<file path="src/rtl/ahb_to_apb_bridge.sv">
// AHB-Lite slave to APB requester bridge: one outstanding transfer,
// registered outputs, slave-error / timeout mapped to a two-cycle ERROR.
module ahb_to_apb_bridge #(
    parameter int DATA_WIDTH  = 32,
    parameter int PADDR_WIDTH = 16,
    parameter int TIMEOUT     = 255
) (
    input  logic                   HCLK,
    input  logic                   HRESET,
    input  logic                   HSEL,
    input  logic [31:0]            HADDR,
    input  logic [1:0]             HTRANS,
    input  logic                   HWRITE,
    input  logic [2:0]             HSIZE,
    input  logic [DATA_WIDTH-1:0]  HWDATA,
    input  logic                   HREADY,
    output logic [DATA_WIDTH-1:0]  HRDATA,
    output logic                   HRESP,
    output logic                   HREADYOUT,
    output logic [PADDR_WIDTH-1:0] PADDR,
    output logic                   PSEL,
    output logic                   PENABLE,
    output logic                   PWRITE,
    output logic [DATA_WIDTH-1:0]  PWDATA,
    input  logic [DATA_WIDTH-1:0]  PRDATA,
    input  logic                   PREADY,
    input  logic                   PSLVERR
);

    localparam int CW = $clog2(TIMEOUT + 1);
    localparam logic [CW-1:0] LAST_WAIT = CW'(TIMEOUT - 1);

    typedef enum logic [2:0] {
        S_IDLE,
        S_LATCH,
        S_SETUP,
        S_ACCESS,
        S_ERR1,
        S_ERR2
    } state_t;

    state_t                   r_state;
    logic [CW-1:0]            r_wait_cnt;
    logic [DATA_WIDTH-1:0]    r_hrdata;
    logic                     r_hresp;
    logic                     r_hreadyout;
    logic [PADDR_WIDTH-1:0]   r_paddr;
    logic                     r_psel;
    logic                     r_penable;
    logic                     r_pwrite;
    logic [DATA_WIDTH-1:0]    r_pwdata;

    logic w_accept;
    logic w_size_ok;
    logic w_unused;

    assign w_accept  = HSEL && HTRANS[1] && HREADY;
    assign w_size_ok = (HSIZE == 3'b010);
    assign w_unused  = ^{HADDR[31:PADDR_WIDTH], HTRANS[0]};

    assign HRDATA    = r_hrdata;
    assign HRESP     = r_hresp;
    assign HREADYOUT = r_hreadyout;
    assign PADDR     = r_paddr;
    assign PSEL      = r_psel;
    assign PENABLE   = r_penable;
    assign PWRITE    = r_pwrite;
    assign PWDATA    = r_pwdata;

    always_ff @(posedge HCLK or posedge HRESET) begin
        if (HRESET) begin
            r_state     <= S_IDLE;
            r_wait_cnt  <= '0;
            r_hrdata    <= '0;
            r_hresp     <= 1'b0;
            r_hreadyout <= 1'b1;
            r_paddr     <= '0;
            r_psel      <= 1'b0;
            r_penable   <= 1'b0;
            r_pwrite    <= 1'b0;
            r_pwdata    <= '0;
        end else begin
            unique case (r_state)
                // ERR2 is the ready half of an error response, so it accepts too
                S_IDLE, S_ERR2: begin
                    r_state     <= S_IDLE;
                    r_hresp     <= 1'b0;
                    r_hreadyout <= 1'b1;
                    if (w_accept) begin
                        r_paddr     <= HADDR[PADDR_WIDTH-1:0];
                        r_pwrite    <= HWRITE;
                        r_hreadyout <= 1'b0;
                        if (w_size_ok) begin
                            r_state <= S_LATCH;
                        end else begin
                            r_state <= S_ERR1;
                            r_hresp <= 1'b1;
                        end
                    end
                end
                S_LATCH: begin
                    if (r_pwrite) begin
                        r_pwdata <= HWDATA;
                    end
                    r_psel  <= 1'b1;
                    r_state <= S_SETUP;
                end
                S_SETUP: begin
                    r_penable  <= 1'b1;
                    r_wait_cnt <= '0;
                    r_state    <= S_ACCESS;
                end
                S_ACCESS: begin
                    if (PREADY) begin
                        r_psel    <= 1'b0;
                        r_penable <= 1'b0;
                        if (PSLVERR) begin
                            r_state <= S_ERR1;
                            r_hresp <= 1'b1;
                        end else begin
                            r_state     <= S_IDLE;
                            r_hreadyout <= 1'b1;
                            if (!r_pwrite) begin
                                r_hrdata <= PRDATA;
                            end
                        end
                    end else if (r_wait_cnt == LAST_WAIT) begin
                        r_psel    <= 1'b0;
                        r_penable <= 1'b0;
                        r_state   <= S_ERR1;
                        r_hresp   <= 1'b1;
                    end else begin
                        r_wait_cnt <= r_wait_cnt + CW'(1);
                    end
                end
                S_ERR1: begin
                    r_hreadyout <= 1'b1;
                    r_state     <= S_ERR2;
                end
                default: begin
                    r_state <= S_IDLE;
                end
            endcase
        end
    end

endmodule

</file>
<file path="config.mk">
export PLATFORM = sky130hd
export DESIGN_NAME = ahb_to_apb_bridge
export DESIGN_NICKNAME = d
export VERILOG_FILES = /design/src/rtl/ahb_to_apb_bridge.sv
export SDC_FILE = /design/constraint.sdc
export NUM_CORES = 1
export LEC_CHECK = 0
export BUFFER_PORTS_ARGS = -buffer_cell sky130_fd_sc_hd__buf_2
export CAP_MARGIN = 20
export CELL_PAD_IN_SITES_DETAIL_PLACEMENT = 0
export CELL_PAD_IN_SITES_GLOBAL_PLACEMENT = 1
export CORE_AREA = 2 2 105 127
export CTS_CLUSTER_SIZE = 40
export DETAILED_ROUTE_END_ITERATION = 10
export DIE_AREA = 0 0 107 129
export GPL_ROUTABILITY_DRIVEN = 1
export HOLD_SLACK_MARGIN = 0.08
export PLACE_DENSITY_LB_ADDON = 0.1
export SLEW_MARGIN = 5
export SYNTH_ARGS = -nofsm -noshare
export SYNTH_HDL_FRONTEND = slang
export SYNTH_SLANG_ARGS = --single-unit
</file>
<file path="constraint.sdc">
create_clock -name HCLK -period 2.43 [get_ports HCLK]
set_input_delay 0.1215 -clock HCLK [delete_from_list [all_inputs] [get_ports HCLK]]
set_output_delay 0.1215 -clock HCLK [all_outputs]
set_load 0.05 [all_outputs]
</file>
==> flow_summary.ini <==
[timing]
fin_tns_setup_ns = 0
whs_ns = 0.175
maxSlewViolCount = 0
clock.fmax_mhz = 533
rsz0062_at_grt = false
hold_violations = 0
min_period_ns = 1.88
setup_viol = 0
post-route-period-util = 0.773
fin_skew_ns = 0.00608
worst_pin_slew_ns = 0.559
relSlewSlack = 0.625
setup_ws_ns = 0.552

[global_routing]
grt_usage = 0.148
grt.overflow.total = 0
grt_first_pass_wirelength_um = 16000
grt_max_degree = 55
grt_pass1_vias = 3304
antenna_found_initial = 0

[setup_path]
required_ns = 2.70
worstRegToRegCells = 6
rr_endpoint = r_wait_cnt[4]
worstSetupStartpointType = flop
cp-end-kind = flop
reg2reg_slack_ns = 0.55
r2r-start = r_wait_cnt[0]
criticalPathCategory = flop to flop
crit_fanout = 5
arrival_ns = 2.15

[drt]
dr.pass1.iters = 4
wl_um = 9750
drc_errors = 0
wl_per_cell_um = 13.8
postRouteAntennaNets = 0
vias = 3150
drt_iter0_markers = 56
vias_per_cell = 4.47

[clocking]
clkTransAtPathRegs_ns = 0.06
cts_resized = 0
numCtsBuffers = 9
cts_root_buf = clkbuf_16
clock-sinks = 96
h-tree-depth = 3
worstSkewPairLatency_ns = 0.33
cts_tree = built
cts_buffer_depth = 2

[yosys]
synth_edf_count = 0
yosysSeqAreaShare = 0.613
synth_seq_cells = 96
synthAdderAreaFrac = 0.0115
ys_types = 43
synthArstFlopShare = 1.00
synthMuxAreaShare = 0.240
synth-xor-area-share = 0
postSynthCellCount = 271
yosys_most_used_dff = dfrtp_1
synth_top_family_by_area = multiplexers
synth.avg_cell_area_um2 = 14.5
synth_compound_area_frac = 0.0507
yosys.area_share.simple = 0.0616
ys.warnings.count = 0
syn-num-nets = 381
mappedNetlistArea_um2 = 3920

[cells_and_area]
final_cell_mix = buf_2, dfrtp_1, dlygate4sd3_1
n_antenna_cell = 0
fin_cells = 704
finalInstanceArea_um2 = 6130
drive_gt1_frac = 0.528
nets = 647
utilization = 0.488
syn_to_final_growth_pct = 56.3
num-fill-cells = 1170
final_common_cell = buf_2

[power_and_ir_drop]
leakagePower_nw = 2.92
power_mw = 8.80
powerDensity_nw_per_um2 = 1430
peakVddDrop_uv = 798

[place]
pre_cts_ws_ns = 0.567
place.gp.congestion = 0.719
dp_cells = 607
portBuffers = 175
placed_area_um2 = 5040
dp_hpwl_um = 6730

[floorplanning]
rows = 45
die_x_um = 107
io_pins = 193
start_util = 0.312
die_h_um = 129
core_um2 = 12600
die_area_um2 = 13800

[min_path]
hp-class = input port to flop
hold_depth = 4
worstHoldStart = PSLVERR
worstHoldEndpoint = HREADYOUT

[run_status]
status = completed

[flow_run]
drv_cap = 0
-- final cells by class --
cell class | instances | area (um^2) | share of cell area
Clock buffer | 11 | 243 | 0.0396
Clock inverter | 3 | 20.0 | 0.00327
Inverter | 6 | 26.3 | 0.00429
Multi-Input combinational cell | 158 | 1440 | 0.235
Sequential cell | 96 | 2400 | 0.392
Tap cell | 164 | 205 | 0.0335
Timing Repair Buffer | 266 | 1790 | 0.292
-- registers in the layout, summed over array words and instances (netlist names) --
register	count
HRDATA	32
HREADYOUT	1
HRESP	1
PADDR	16
PENABLE	1
PSEL	1
PWDATA	32
PWRITE	1
r_state	3
r_wait_cnt	8
-- worst max path at each step --
stage	from	end	depth (start not counted)
finish	r_wait_cnt[0]	r_wait_cnt[4]	6
global route	PREADY	HRDATA[17]	7
CTS	PREADY	HRDATA[8]	7
detailed placement	r_wait_cnt[0]	r_wait_cnt[4]	6
global placement	r_wait_cnt[0]	r_wait_cnt[4]	6
floorplan	r_wait_cnt[0]	r_wait_cnt[4]	6
-- layer usage --
metal  up-vias  global-route usage  wire length (um)
li1       1508                   -                 -
met1      1530               0.176              3930
met2        95               0.251              5060
met3        17              0.0420               561
met4         0              0.0604               197
met5         -                   0                 0
-- kinds of logic after synthesis --
logic type / count (synthesis)
buffers and inverters: 17
AO/OA/AOI/OAI: 30
adder cells (fa/ha/maj): 4
multiplexers: 84
AND/OR/NAND/NOR: 40
flip-flops: 96
-- worst max-delay path, cell delays in order, from the launching register on --
cell     delay [ns]
dfrtp_1        0.39
inv_1          0.06
ha_1           0.21
and3_1         0.21
a211o_1        0.38
or4_1          0.48
nand3_1        0.09
-- what timing repair did --
action,in CTS,in global routing
endpoints found under the hold margin,102,0
hold buffers,83,0
buffers inserted,0,0
-- Yosys cell counts, types with 2 or more instances --
| master | n | share of area |
|---|---|---|
| a21oi_1 | 6 | 0.0077 |
| nand3_1 | 6 | 0.0077 |
| mux2_2 | 81 | 0.23 |
| nor3_1 | 2 | 0.0026 |
| buf_2 | 4 | 0.0051 |
| and4_1 | 2 | 0.0045 |
| and3_1 | 3 | 0.0048 |
| ha_1 | 2 | 0.0064 |
| dfrtp_1 | 95 | 0.61 |
| nor2b_1 | 3 | 0.0048 |
| buf_4 | 4 | 0.0077 |
| mux2i_1 | 3 | 0.0077 |
| o21ai_0 | 12 | 0.015 |
| nor2_1 | 8 | 0.0077 |
| nand2b_1 | 2 | 0.0032 |
| maj3_1 | 2 | 0.0051 |
| inv_1 | 6 | 0.0057 |
| nand2_1 | 5 | 0.0048 |
-- power breakdown --
part | internal, mW | switching [mW]
logic | 1.38 | 3.38
clock network | 0.709 | 0.572
registers | 2.35 | 0.405
total | 4.44 | 4.36
Power figures use the tool's default switching activity.
